### src/rtl/ahb_apb_pkg.sv
// rtl/ahb_apb_pkg.sv - shared encodings, FSM states and byte-lane helpers for the AHB-to-APB bridge
package ahb_apb_pkg;

  localparam logic [1:0] HTRANS_IDLE   = 2'b00;
  localparam logic [1:0] HTRANS_BUSY   = 2'b01;
  localparam logic [1:0] HTRANS_NONSEQ = 2'b10;
  localparam logic [1:0] HTRANS_SEQ    = 2'b11;

  localparam logic [1:0] HRESP_OKAY  = 2'b00;
  localparam logic [1:0] HRESP_ERROR = 2'b01;

  typedef enum logic [2:0] {
    ST_IDLE,
    ST_WDATA,
    ST_SETUP,
    ST_ACCESS,
    ST_ERR1,
    ST_ERR2
  } state_e;

  // 2^size ones, sized for the widest (64-bit) data bus
  function automatic logic [7:0] size_ones(input logic [2:0] size);
    logic [7:0] m;
    case (size)
      3'd0:    m = 8'h01;
      3'd1:    m = 8'h03;
      3'd2:    m = 8'h0F;
      default: m = 8'hFF;
    endcase
    return m;
  endfunction

  function automatic logic [7:0] strb_mask(input logic [2:0] size, input logic [2:0] offset);
    return size_ones(size) << offset;
  endfunction

  function automatic logic is_aligned(input logic [2:0] size, input logic [2:0] offset);
    logic [2:0] low;
    case (size)
      3'd0:    low = 3'd0;
      3'd1:    low = 3'd1;
      3'd2:    low = 3'd3;
      default: low = 3'd7;
    endcase
    return (offset & low) == 3'd0;
  endfunction

endpackage

### src/rtl/apb_slave_decode.sv
// rtl/apb_slave_decode.sv - maps an AHB address onto a one-hot APB slave select
module apb_slave_decode
  import ahb_apb_pkg::*;
#(
  parameter int                ADDR_W      = 32,
  parameter int                NUM_SLV     = 3,
  parameter logic [ADDR_W-1:0] BASE_ADDR   = 32'h8000_0000,
  parameter int                REGION_BITS = 24
) (
  input  logic [ADDR_W-1:0]  haddr,
  output logic [NUM_SLV-1:0] sel,
  output logic               valid
);

  logic [ADDR_W-1:0] offset;
  logic [ADDR_W-1:0] idx;

  always_comb begin
    offset = haddr - BASE_ADDR;
    idx    = offset >> REGION_BITS;
    sel    = '0;
    for (int i = 0; i < NUM_SLV; i++) begin
      sel[i] = (haddr >= BASE_ADDR) && (idx == ADDR_W'(i));
    end
    valid = |sel;
  end

endmodule

### src/rtl/ahb2apb_bridge_param.sv
// rtl/ahb2apb_bridge_param.sv - parametrised AHB-to-APB3/APB4 bridge with decode errors and a PREADY watchdog
module ahb2apb_bridge_param
  import ahb_apb_pkg::*;
#(
  parameter int                ADDR_W      = 32,
  parameter int                DATA_W      = 32,
  parameter int                NUM_SLV     = 3,
  parameter logic [ADDR_W-1:0] BASE_ADDR   = 32'h8000_0000,
  parameter int                REGION_BITS = 24,
  parameter int                TIMEOUT     = 255
) (
  input  logic                  HCLK,
  input  logic                  HRESETn,
  input  logic [ADDR_W-1:0]     HADDR,
  input  logic [1:0]            HTRANS,
  input  logic                  HWRITE,
  input  logic [2:0]            HSIZE,
  input  logic [DATA_W-1:0]     HWDATA,
  input  logic                  HREADYin,
  output logic                  HREADYout,
  output logic [1:0]            HRESP,
  output logic [DATA_W-1:0]     HRDATA,
  output logic [ADDR_W-1:0]     PADDR,
  output logic [DATA_W-1:0]     PWDATA,
  output logic [DATA_W/8-1:0]   PSTRB,
  output logic [NUM_SLV-1:0]    PSEL,
  output logic                  PENABLE,
  output logic                  PWRITE,
  input  logic [DATA_W-1:0]     PRDATA,
  input  logic                  PREADY,
  input  logic                  PSLVERR
);

  localparam int              STRB_W   = DATA_W / 8;
  localparam int              OFF_W    = $clog2(STRB_W);
  localparam logic [2:0]      MAX_SIZE = 3'(OFF_W);
  localparam int              WD_W     = (TIMEOUT > 0) ? $clog2(TIMEOUT + 1) : 1;
  localparam logic [WD_W-1:0] WD_MAX   = WD_W'(TIMEOUT);

  state_e              state_q, state_d;
  logic [2:0]          hsize_q, hsize_d;
  logic [NUM_SLV-1:0]  sel_q, sel_d;
  logic                hreadyout_q, hreadyout_d;
  logic [1:0]          hresp_q, hresp_d;
  logic [DATA_W-1:0]   hrdata_q, hrdata_d;
  logic [ADDR_W-1:0]   paddr_q, paddr_d;
  logic [DATA_W-1:0]   pwdata_q, pwdata_d;
  logic [STRB_W-1:0]   pstrb_q, pstrb_d;
  logic [NUM_SLV-1:0]  psel_q, psel_d;
  logic                penable_q, penable_d;
  logic                pwrite_q, pwrite_d;
  logic [WD_W-1:0]     wd_q, wd_d;

  logic [NUM_SLV-1:0]  dec_sel;
  logic                dec_valid;
  logic [2:0]          off_in, off_q;
  logic                accept, req_ok;

  apb_slave_decode #(
    .ADDR_W      (ADDR_W),
    .NUM_SLV     (NUM_SLV),
    .BASE_ADDR   (BASE_ADDR),
    .REGION_BITS (REGION_BITS)
  ) u_decode (
    .haddr (HADDR),
    .sel   (dec_sel),
    .valid (dec_valid)
  );

  always_comb begin
    off_in = '0;
    off_in[OFF_W-1:0] = HADDR[OFF_W-1:0];
    off_q = '0;
    off_q[OFF_W-1:0] = paddr_q[OFF_W-1:0];
    accept = HREADYin && (HTRANS == HTRANS_NONSEQ || HTRANS == HTRANS_SEQ);
    req_ok = dec_valid && (HSIZE <= MAX_SIZE) && is_aligned(HSIZE, off_in);
  end

  always_comb begin
    state_d     = state_q;
    hsize_d     = hsize_q;
    sel_d       = sel_q;
    hreadyout_d = hreadyout_q;
    hresp_d     = hresp_q;
    hrdata_d    = hrdata_q;
    paddr_d     = paddr_q;
    pwdata_d    = pwdata_q;
    pstrb_d     = pstrb_q;
    psel_d      = psel_q;
    penable_d   = penable_q;
    pwrite_d    = pwrite_q;
    wd_d        = '0;

    case (state_q)
      ST_IDLE, ST_ERR2: begin
        hresp_d     = HRESP_OKAY;
        hreadyout_d = 1'b1;
        state_d     = ST_IDLE;
        if (accept) begin
          hreadyout_d = 1'b0;
          if (!req_ok) begin
            hresp_d = HRESP_ERROR;
            state_d = ST_ERR1;
          end else begin
            hsize_d  = HSIZE;
            sel_d    = dec_sel;
            paddr_d  = HADDR;
            pwrite_d = HWRITE;
            if (HWRITE) begin
              state_d = ST_WDATA;
            end else begin
              // reads skip the data-phase capture and go straight to SETUP
              psel_d  = dec_sel;
              pstrb_d = '0;
              state_d = ST_SETUP;
            end
          end
        end
      end
      ST_WDATA: begin
        pwdata_d = HWDATA;
        pstrb_d  = STRB_W'(strb_mask(hsize_q, off_q));
        psel_d   = sel_q;
        state_d  = ST_SETUP;
      end
      ST_SETUP: begin
        penable_d = 1'b1;
        state_d   = ST_ACCESS;
      end
      ST_ACCESS: begin
        if (PREADY && !PSLVERR) begin
          if (!pwrite_q) hrdata_d = PRDATA;
          hreadyout_d = 1'b1;
          psel_d      = '0;
          penable_d   = 1'b0;
          state_d     = ST_IDLE;
        end else if (PREADY || (TIMEOUT > 0 && wd_q == WD_MAX)) begin
          psel_d    = '0;
          penable_d = 1'b0;
          hresp_d   = HRESP_ERROR;
          state_d   = ST_ERR1;
        end else begin
          wd_d = wd_q + WD_W'(1);
        end
      end
      ST_ERR1: begin
        hresp_d     = HRESP_ERROR;
        hreadyout_d = 1'b1;
        state_d     = ST_ERR2;
      end
      default: state_d = ST_IDLE;
    endcase
  end

  always_ff @(posedge HCLK) begin
    if (!HRESETn) begin
      state_q     <= ST_IDLE;
      hsize_q     <= '0;
      sel_q       <= '0;
      hreadyout_q <= 1'b1;
      hresp_q     <= HRESP_OKAY;
      hrdata_q    <= '0;
      paddr_q     <= '0;
      pwdata_q    <= '0;
      pstrb_q     <= '0;
      psel_q      <= '0;
      penable_q   <= 1'b0;
      pwrite_q    <= 1'b0;
      wd_q        <= '0;
    end else begin
      state_q     <= state_d;
      hsize_q     <= hsize_d;
      sel_q       <= sel_d;
      hreadyout_q <= hreadyout_d;
      hresp_q     <= hresp_d;
      hrdata_q    <= hrdata_d;
      paddr_q     <= paddr_d;
      pwdata_q    <= pwdata_d;
      pstrb_q     <= pstrb_d;
      psel_q      <= psel_d;
      penable_q   <= penable_d;
      pwrite_q    <= pwrite_d;
      wd_q        <= wd_d;
    end
  end

  assign HREADYout = hreadyout_q;
  assign HRESP     = hresp_q;
  assign HRDATA    = hrdata_q;
  assign PADDR     = paddr_q;
  assign PWDATA    = pwdata_q;
  assign PSTRB     = pstrb_q;
  assign PSEL      = psel_q;
  assign PENABLE   = penable_q;
  assign PWRITE    = pwrite_q;

endmodule

### config.mk
export PLATFORM = sky130hd
export DESIGN_NAME = ahb2apb_bridge_param
export DESIGN_NICKNAME = d
export VERILOG_FILES = /design/src/rtl/ahb_apb_pkg.sv /design/src/rtl/apb_slave_decode.sv /design/src/rtl/ahb2apb_bridge_param.sv
export SDC_FILE = /design/constraint.sdc
export NUM_CORES = 1
export LEC_CHECK = 0
export ABC_AREA = 1
export CAP_MARGIN = 0
export CORE_MARGIN = 4
export CORE_UTILIZATION = 37
export CTS_CLUSTER_SIZE = 8
export DETAILED_ROUTE_END_ITERATION = 7
export PLACE_DENSITY = 0.77
export SETUP_SLACK_MARGIN = 0.3
export SLEW_MARGIN = 20
export SYNTH_ARGS = -nofsm -noshare
export SYNTH_HDL_FRONTEND = slang
export SYNTH_HIERARCHICAL = 1
export SYNTH_SLANG_ARGS = --single-unit
### constraint.sdc
create_clock -name HCLK -period 1.8 [get_ports HCLK]
set_input_delay 0.36 -clock HCLK [delete_from_list [all_inputs] [get_ports HCLK]]
set_output_delay 0.36 -clock HCLK [all_outputs]
set_load 0.02 [all_outputs]
; Word-level counts from Yosys, hierarchy flattened
; Index checks and enable logic that the tools add are counted.
; W data, S select, Z words.
[totals]
register_bits = 125
inputBits = 107
out_inout_bits = 108
word_cells = 102
[classes]
addsub = 2
order_cmp = 2
n_eq_ne = 21
shifts = 1
muxes = 30
n_bitwise = 4
reduce_logical = 29
[ops]
columns = operator, n
row1 = $ge A32 B32 Y1 const B, 1
row2 = $logic_not A32 Y1, 1
row3 = $sub A32 B32 Y32 const B, 1
row4 = $mux W3, 9
row5 = $pmux W8 S3, 1
row6 = $pmux W3 S3, 2
row7 = $pmux W3 S5, 1
row8 = $eq A3 B2 Y1 const B, 4
row9 = $logic_not A3 Y1, 4
row10 = $mux W4, 3
row11 = $ne A2 B2 Y1 const B, 6
row12 = $eq A3 B1 Y1 const B, 3
row13 = $reduce_and A3 Y1, 3
row14 = $add A8 B1 Y8 const B, 1
row15 = $eq A8 B1 Y1 const B, 1
row16 = $eq A8 B2 Y1 const B, 1
row17 = $eq A8 B8 Y1 const B, 1
row18 = $mux W8, 1
row19 = $pmux W4 S2, 1
row20 = $shl A8 B2 Y4, 1
row21 = $logic_and A1 B1 Y1, 7
row22 = $eq A3 B3 Y1 const B, 2
row23 = $mux W1, 6
row24 = $mux W2, 3
row25 = other kinds (18), 25

; Logic depth before layout (Yosys ltp)
; Gate-level depths: netlist of the first run.
[depth]
depth_word = 9
depth_mapped = 14
mapped_depth_nobuf = 13

; Hierarchy
; Netlist of the first run, hierarchy kept.
[by_module_without_submodules]
columns = module, instances, cells_per_inst, area_per_inst_um2, seq_area_each_um2
row1 = ahb2apb_bridge_param, 1, 603, 4606.9, 2482.4
row2 = apb_slave_decode, 1, 24, 98.8, 0.0

; Worst setup path after synthesis of the first run
; Ideal clock, no wire load.
[synth_path]
path_kind = input-to-reg
startpoint = input HADDR[30]
endpoint = register sel_q[2]
setup_ps = 113
t_arrival_ps = 1596
required_ps = 1687
setup_slack_ps = 90
path_stages = 14
n_path_buf = 2
cell_sequence = inv_1 nand2_1 nor2_2 nand2_1 nand3_2 nand2_1 nor2_1 nand3_2 nor2_4 inv_2 buf_6 buf_6 nor2_1 nor2_1
[synth_between]
elab_chain_len = 7
elab_cells_between_ends = 12
classes_between = add/sub (1) / order compare (1) / eq/ne (2) / reduce/logical (8)
[synth_rtl]
columns = element, line_no
row1 = start: declaration, ahb2apb_bridge_param.sv:14  ; input logic [ADDR_W-1:0] HADDR,
row2 = $sub A32 B32 Y32, apb_slave_decode.sv:19  ; offset = haddr - BASE_ADDR;
row3 = $logic_not A32 Y1 (tied with other cells), apb_slave_decode.sv:23  ; sel[i] = (haddr >= BASE_ADDR) && (idx == ADDR_W'(i));
row4 = $logic_and A1 B1 Y1, apb_slave_decode.sv:23
row5 = $reduce_or A3 Y1 *, apb_slave_decode.sv:25  ; valid = |sel;
row6 = net dec_valid, ahb2apb_bridge_param.sv:55  ; logic dec_valid;
row7 = $logic_and A1 B1 Y1 * (2 in series), ahb2apb_bridge_param.sv:76  ; req_ok = dec_valid && (HSIZE <= MAX_SIZE) && is_aligned(HSIZE, off_in);
row8 = $reduce_and A3 Y1 (no source line) *, n/a
row9 = end signal: assignment, ahb2apb_bridge_param.sv:173  ; sel_q <= sel_d;
row10 = end: declaration, ahb2apb_bridge_param.sv:42  ; logic [NUM_SLV-1:0] sel_q, sel_d;
; Mark *: on every way through the listed nets, which the timed path passes. The rest lies on a longest branch.
; A chain may end at the register's enable or synchronous reset.

; Worst setup path in the final report of the first run
[layout_path]
startpoint = input HADDR[24]
endpoint = register paddr_q[29] (netlist: PADDR[29])
[layout_between]
elab_chain_len = 7
elab_cells_between_ends = 12
classes_between = add/sub (1) / order compare (1) / eq/ne (2) / reduce/logical (8)
[layout_rtl]
columns = element, line_no
row1 = $sub A32 B32 Y32, apb_slave_decode.sv:19
row2 = $logic_not A32 Y1 (tied with other cells), apb_slave_decode.sv:23
row3 = $logic_and A1 B1 Y1, apb_slave_decode.sv:23
row4 = $reduce_or A3 Y1 *, apb_slave_decode.sv:25
row5 = net dec_valid, ahb2apb_bridge_param.sv:55
row6 = $logic_and A1 B1 Y1 * (2 in series), ahb2apb_bridge_param.sv:76
row7 = $reduce_and A3 Y1 (no source line) *, n/a
row8 = end signal: assignment, ahb2apb_bridge_param.sv:177  ; paddr_q <= paddr_d;
row9 = end: declaration, ahb2apb_bridge_param.sv:46  ; logic [ADDR_W-1:0] paddr_q, paddr_d;
; Marks and branches as above.

==> results of run 1 <==
## through the flow
step           TNS, ps  setup slack, ps  util, %
3_3_place_gp    -19030             -417     58.5
3_5_place_dp    -21650             -486     58.5
5_1_grt              0             53.6     68.7
6_report             0             91.9     68.7
4_1_cts              0              301     66.0
2_1_floorplan        0              139        -
## cells by family after synthesis
kind of cell / share of synthesized area (%)
flip-flops: 52.8
buffers and inverters: 6.09
adder cells (fa/ha/maj): 0.266
AND/OR/NAND/NOR: 27.1
other: 0.0797
XOR/XNOR: 0.745
AO/OA/AOI/OAI: 13.0
## worst min-delay path, cell delays in order
cell,delay [ps]
buf_8,80
nor2_1,40
nor2_1,90
## cells in the final DEF, fill, tap and decap left out, types with 6 or more instances in the layout
cell             synthesis  layout
clkbuf_2                 0      20
o21ai_2                  0      20
a21oi_1                 10       9
buf_12                   0       6
nor2_2                   3      17
dlygate4sd2_1            0      50
bufinv_16                0       6
nand3_1                 14      13
o21ai_1                 33      27
inv_1                   23      14
nor2_1                 232     210
dfxtp_1                124     117
o21ai_0                 73      58
dfxtp_2                  0       6
buf_8                    0       6
clkdlybuf4s50_1          0      93
nand2_1                 51      38
nand2_2                  0      11
clkbuf_16                0      19
buf_16                   0       7
buf_4                    1      38
clkdlybuf4s15_1          0      37
inv_2                    4       7
nor2_4                   3      11
buf_6                    5       7
## area by class of cell
class	count	share of cell area, %
Timing Repair Buffer	273	32.3
Sequential cell	124	29.7
Multi-Input combinational cell	440	25.9
Clock buffer	20	5.33
Clock inverter	12	2.60
Tap cell	168	2.51
Inverter	29	1.61
## flip-flops by register name, indices dropped and copies added (netlist names)
signal	cells
PWDATA	32
hsize_q	3
wd_q	8
PSTRB	4
PWRITE	1
HRDATA	32
state_q	3
HRESP	1
PENABLE	1
HREADYout	1
sel_q	3
PSEL	3
PADDR	32
## worst max path at each step
stage | startpoint | end | slack, ps | cells past startpoint
final | HADDR[24] | PADDR[29] | 90 | 15
after global routing | HADDR[24] | PADDR[29] | 50 | 15
after CTS | PADDR[11] | PADDR[11] | 300 | 1
after detailed placement | HADDR[29] | PADDR[10] | -490 | 14
after global placement | HADDR[29] | state_q[0] | -420 | 15
after floorplan | HADDR[29] | sel_q[2] | 140 | 14
## metal layers
metal	wire, um	global-route usage (%)	share of wire (%)	vias up
li1	-	-	-	2522
met5	0	0	0	-
met3	1500	10.4	8.6	53
met1	6670	23.5	38	2410
met4	684	10.6	3.9	0
met2	8640	36.9	49	210
## power by group through the flow
| stage | clock [mW] | combinational [mW] | sequential, mW |
|---|---|---|---|
| after floorplan | 0 | 0.286 | 3.08 |
| after global placement | 0 | 0.950 | 2.96 |
| after detailed placement | 0 | 0.952 | 2.97 |
| after CTS | 3.94 | 0.933 | 2.91 |
| after global routing | 4.07 | 1.10 | 2.92 |
| final | 3.92 | 1.02 | 2.91 |
## what timing repair did
action | in CTS | in global routing
gates resized for setup | 195 | 163
pin swaps | 16 | 41
setup endpoints to repair | 187 | 159
gates cloned | 7 | 2
setup buffers | 15 | 9
==> results.sh, run 1 <==
export IMPL_synthMostInstantiatedCell="nor2_1"
export IMPL_avgSynthCellArea_sq_um=7.51
export IMPL_cp_common_cell="nand2_2"
export IMPL_antenna_found_initial=0
export IMPL_maxCapViolations=0
export IMPL_antenna_cells=0
export IMPL_ys_async_sr_fraction_pct=0
export IMPL_clk_latency_ps=420
export IMPL_setup_viol=0
export IMPL_skew_ps=5.03
export IMPL_final_cells=1066
export IMPL_initialDrtViolationCount=297
export IMPL_min_delay_path_depth=3
export IMPL_finalNetCount=993
export IMPL_multi_input_area_sq_um=2170
export IMPL_timing_hold_ws_ps=180
export IMPL_tritoncts="done"
export IMPL_p_leak_nw=3.87
export IMPL_cts_buffer_depth=2
export IMPL_postSynthCellCount=627
export IMPL_hold_end="PADDR[28]"
export IMPL_p_seq_share_pct=37.1
export IMPL_grt_pass1_wl_mm=25.1
export IMPL_synth_nets=735
export IMPL_synthTopCellsByCount="nor2_1, dfxtp_1, o21ai_0, nand2_1, o21ai_1"
export IMPL_synth_ff_type="dfxtp_1"
export IMPL_core_sq_um=12200
export IMPL_place_area_sq_um=7150
export IMPL_fin_crit_ps=1710
export IMPL_dp_cells=1001
export IMPL_max_freq_mhz=585
export IMPL_reg2reg_depth=11
export IMPL_slew_headroom_pct=65.4
export IMPL_gp_congestion=0.789
export IMPL_regArea_sq_um=2490
export IMPL_critical_path_max_stage_delay_ps=200
export IMPL_vias=5195
export IMPL_worst_r2r_setup_slack_ps=130
export IMPL_path_cells="buf_4 > inv_4 > nand2_2 > nor2_2 > nand2_2 > nand3_2 > nand2_2 > nor2_4 > nand3_2 > nor2_4 > buf_12 > buf_8 > clkbuf_16 > o21ai_1 > nor2_1"
export IMPL_hpwl_mm=10.1
export IMPL_synth_edf_count=0
export IMPL_hold_viol_final=0
export IMPL_hold_class="input port to register"
export IMPL_critPathLaunchType="input port"
export IMPL_synth_top_area_share_pct=52.8
export IMPL_dieArea_sq_um=14600
export IMPL_power_density_nw_per_um2=937
export IMPL_routed_wl_mm=17.5
export IMPL_numCtsBuffers=17
export IMPL_htreeDepth=4
export IMPL_setup_worst_path_class="input port to register"
export IMPL_track_usage_pct=22.1
export IMPL_drive_gt1_share_pct=23.7
export IMPL_final_cell_area_sq_um=8390
export IMPL_synth_cell_types=28
export IMPL_drc=0
export IMPL_grt_pass1_vias=4930
export IMPL_combPwrFrac_pct=13.0
export IMPL_p_sw_share_pct=24.1
export IMPL_rsz0062_at_grt="yes"
export IMPL_min_period_over_period_pct=94.9
export IMPL_first_pass_iters=5
export IMPL_worst_slew_pin_slew_ps=520
export IMPL_nFillCells=953
export IMPL_yosys_register_bits=124
export IMPL_critPathTopFamily="simple AND/OR/NAND/NOR gates"
export IMPL_clkTransAtPathRegs_ps=60
export IMPL_synth_largest_area_cell="dfxtp_1"
export IMPL_netlist_area_sq_um=4710
export IMPL_hold_buffers=0
export IMPL_min_delay_start="HADDR[28]"
export IMPL_start_util_pct=38.5
export IMPL_wire_per_inst_um=16.4
export IMPL_cts_sinks=124
export IMPL_rows=40
export IMPL_reg2reg_from="state_q[2]"
export IMPL_yosys_top_cells_area="dfxtp_1, nor2_1, o21ai_0"
export IMPL_power_switching_mw=1.90
export IMPL_p_clk_share_pct=49.9
export IMPL_synth_warnings=6
export IMPL_vias_per_cell=4.87
export IMPL_cpMaxStageDelayCell="nor2_4"
export IMPL_cp_max_fo=5
export IMPL_numPortBuffers=212
export IMPL_cts_root_buffer="clkbuf_16"
export IMPL_overflow=0
export IMPL_timing_rr_end="PADDR[29]"
export IMPL_die_y_um=121
export IMPL_critPathBufInv=5
export IMPL_area_growth_pct=78.2
export IMPL_maxSlewViolCount=0
export IMPL_die_w_um=121
export IMPL_arrival_ps=2070
export IMPL_required_ps=2160
export IMPL_grt_max_degree=61
export IMPL_antenna_left=0
export IMPL_yosysSeqAreaShare_pct=52.8
export IMPL_cp_end_kind="register"
export IMPL_status="complete, no violations"
export IMPL_ir_worst_vdd_mv=0.803
export IMPL_ios=215
export IMPL_finalPower_mw=7.86
export IMPL_power_internal_mw=5.96
(Power assumes the default switching activity.)
==> run 2, diff against run 1 <==
--- a/config.mk
+++ b/config.mk
@@ -6,11 +6,12 @@
 export NUM_CORES = 1
 export LEC_CHECK = 0
 export ABC_AREA = 1
-export CAP_MARGIN = 0
+export CAP_MARGIN = 10
 export CORE_MARGIN = 4
 export CORE_UTILIZATION = 37
 export CTS_CLUSTER_SIZE = 8
 export DETAILED_ROUTE_END_ITERATION = 7
+export GPL_TIMING_DRIVEN = 0
 export PLACE_DENSITY = 0.77
 export SETUP_SLACK_MARGIN = 0.3
 export SLEW_MARGIN = 20
==> results.sh, run 2 (synthesis results as in run 1) <==
export IMPL_status="complete, no violations"
export IMPL_cp_end_kind="register"
export IMPL_arrival_ps=1990
export IMPL_critPathLaunchType="input port"
export IMPL_min_delay_start="HADDR[30]"
export IMPL_cts_root_buffer="clkbuf_16"
export IMPL_reg2reg_from="state_q[1]"
export IMPL_required_ps=2150
export IMPL_setup_viol=0
export IMPL_vias=5276
export IMPL_fin_crit_ps=1640
export IMPL_combPwrFrac_pct=12.9
export IMPL_maxCapViolations=0
export IMPL_power_internal_mw=5.86
export IMPL_slew_headroom_pct=54.9
export IMPL_tritoncts="done"
export IMPL_clk_latency_ps=420
export IMPL_drc=0
export IMPL_nFillCells=938
export IMPL_maxSlewViolCount=0
export IMPL_cts_buffer_depth=2
export IMPL_hold_class="input port to register"
export IMPL_ios=215
export IMPL_die_w_um=121
export IMPL_p_sw_share_pct=24.3
export IMPL_track_usage_pct=22.2
export IMPL_first_pass_iters=5
export IMPL_drive_gt1_share_pct=27.0
export IMPL_antenna_found_initial=0
export IMPL_clkTransAtPathRegs_ps=60
export IMPL_cpMaxStageDelayCell="clkdlybuf4s50_1"
export IMPL_dieArea_sq_um=14600
export IMPL_final_cells=1090
export IMPL_cp_max_fo=8
export IMPL_area_growth_pct=84.2
export IMPL_ir_worst_vdd_mv=0.692
export IMPL_p_clk_share_pct=49.6
export IMPL_start_util_pct=38.5
export IMPL_antenna_left=0
export IMPL_wire_per_inst_um=16.4
export IMPL_grt_pass1_vias=5073
export IMPL_gp_congestion=0.808
export IMPL_die_y_um=121
export IMPL_power_switching_mw=1.88
export IMPL_p_seq_share_pct=37.6
export IMPL_dp_cells=1006
export IMPL_cts_sinks=124
export IMPL_rows=40
export IMPL_antenna_cells=0
export IMPL_grt_max_degree=17
export IMPL_setup_worst_path_class="input port to register"
export IMPL_rsz0062_at_grt="yes"
export IMPL_numPortBuffers=211
export IMPL_min_period_over_period_pct=91.1
export IMPL_critPathTopFamily="buffers and inverters"
export IMPL_vias_per_cell=4.84
export IMPL_routed_wl_mm=17.8
export IMPL_max_freq_mhz=610
export IMPL_grt_pass1_wl_mm=25.4
export IMPL_layout_common_cells="nor2_1, dfxtp_1, clkdlybuf4s50_1"
export IMPL_critical_path_max_stage_delay_ps=450
export IMPL_overflow=0
export IMPL_finalNetCount=1017
export IMPL_numCtsBuffers=17
export IMPL_hpwl_mm=10.7
export IMPL_initialDrtViolationCount=358
export IMPL_final_common_cell="nor2_1"
export IMPL_hold_viol_final=0
export IMPL_startpoint="HADDR[1]"
export IMPL_core_sq_um=12200
export IMPL_skew_ps=7.70
export IMPL_worst_slew_pin_slew_ps=676
export IMPL_final_cell_area_sq_um=8670
export IMPL_htreeDepth=4
export IMPL_critPathBufInv=4
export IMPL_path_cells="clkdlybuf4s50_1 > o21ai_2 > nand3_4 > nor2_4 > buf_6 > buf_12 > buf_8 > o21ai_1 > nor2_1"
export IMPL_p_leak_nw=3.99
export IMPL_power_density_nw_per_um2=893
export IMPL_place_area_sq_um=7050
-- run 2: cell types whose count changed in the layout (fill, tap and decap cells not counted), moves of 8 or more --
cell / previous run / this run
clkbuf_1: 2 / 14
o21ai_1: 27 / 19
nor2_4: 11 / 22
dlygate4sd2_1: 50 / 72
nor2_2: 17 / 28
buf_6: 7 / 19
clkdlybuf4s15_1: 37 / 24
nor2_1: 210 / 188
-- run 2: power groups by stage --
stage / registers (mW) / clock network [mW] / logic, mW
after global placement: 2.96 / 0 / 0.931
final: 2.91 / 3.84 / 0.996
after CTS: 2.91 / 3.83 / 0.935
after floorplan: 3.08 / 0 / 0.286
after global routing: 2.92 / 4.01 / 1.08
after detailed placement: 2.97 / 0 / 0.936
-- run 2: final timing paths --
check | endpoint | slack (ps) | cells after the start
worst max-delay path | PADDR[27] | 160 | 9
worst min register to register | wd_q[0] | 450 | 1
worst min-delay path | PADDR[30] | 180 | 3
worst max register to register | PADDR[27] | 180 | 11
-- run 2: what timing repair did --
item,in CTS,in global routing
resized for setup,239,169
setup buffers,35,8
hold buffers,0,0
pin swaps,24,56
cloned,3,6
endpoints found under the setup margin,219,144
-- run 2: cell type report --
cell class / count / area [sq um] / share of cell area [%]
buffer: 34 / 302 / 3.48
inverter: 29 / 130 / 1.50
timing repair buffer: 263 / 2520 / 29.1
multi-input combinational: 440 / 2350 / 27.1
tap: 168 / 210 / 2.42
clock inverter: 11 / 189 / 2.18
sequential: 124 / 2500 / 28.8
clock buffer: 21 / 470 / 5.43
-- run 2: tightest hold or removal path: cells and delay by family --
family | cells | cell delay, ps
buffers and inverters | 1 | 90
AND/OR/NAND/NOR | 2 | 110
-- run 2: stage by stage --
stage | setup slack [ps] | hold WS [ps] | util [%] | power (mW) | setup TNS (ps)
2_1_floorplan | 139 | 417 | - | 3.37 | 0
3_3_place_gp | -647 | 425 | 57.7 | 3.90 | -32380
3_5_place_dp | -640 | 440 | 57.7 | 3.90 | -32290
4_1_cts | 180 | 188 | 67.0 | 7.67 | 0
5_1_grt | 90.4 | 203 | 71.0 | 8.01 | 0
6_report | 161 | 184 | 71.0 | 7.74 | 0
-- run 2: metal layers --
| layer | wire length (um) | GRT usage, % | part of all wire [%] | vias up |
|---|---|---|---|---|
| met5 | 0 | 0 | 0 | - |
| met4 | 705 | 11.4 | 4.0 | 0 |
| met3 | 1410 | 9.49 | 7.9 | 55 |
| met2 | 8880 | 36.2 | 50 | 208 |
| met1 | 6850 | 24.8 | 38 | 2444 |
| li1 | - | - | - | 2569 |
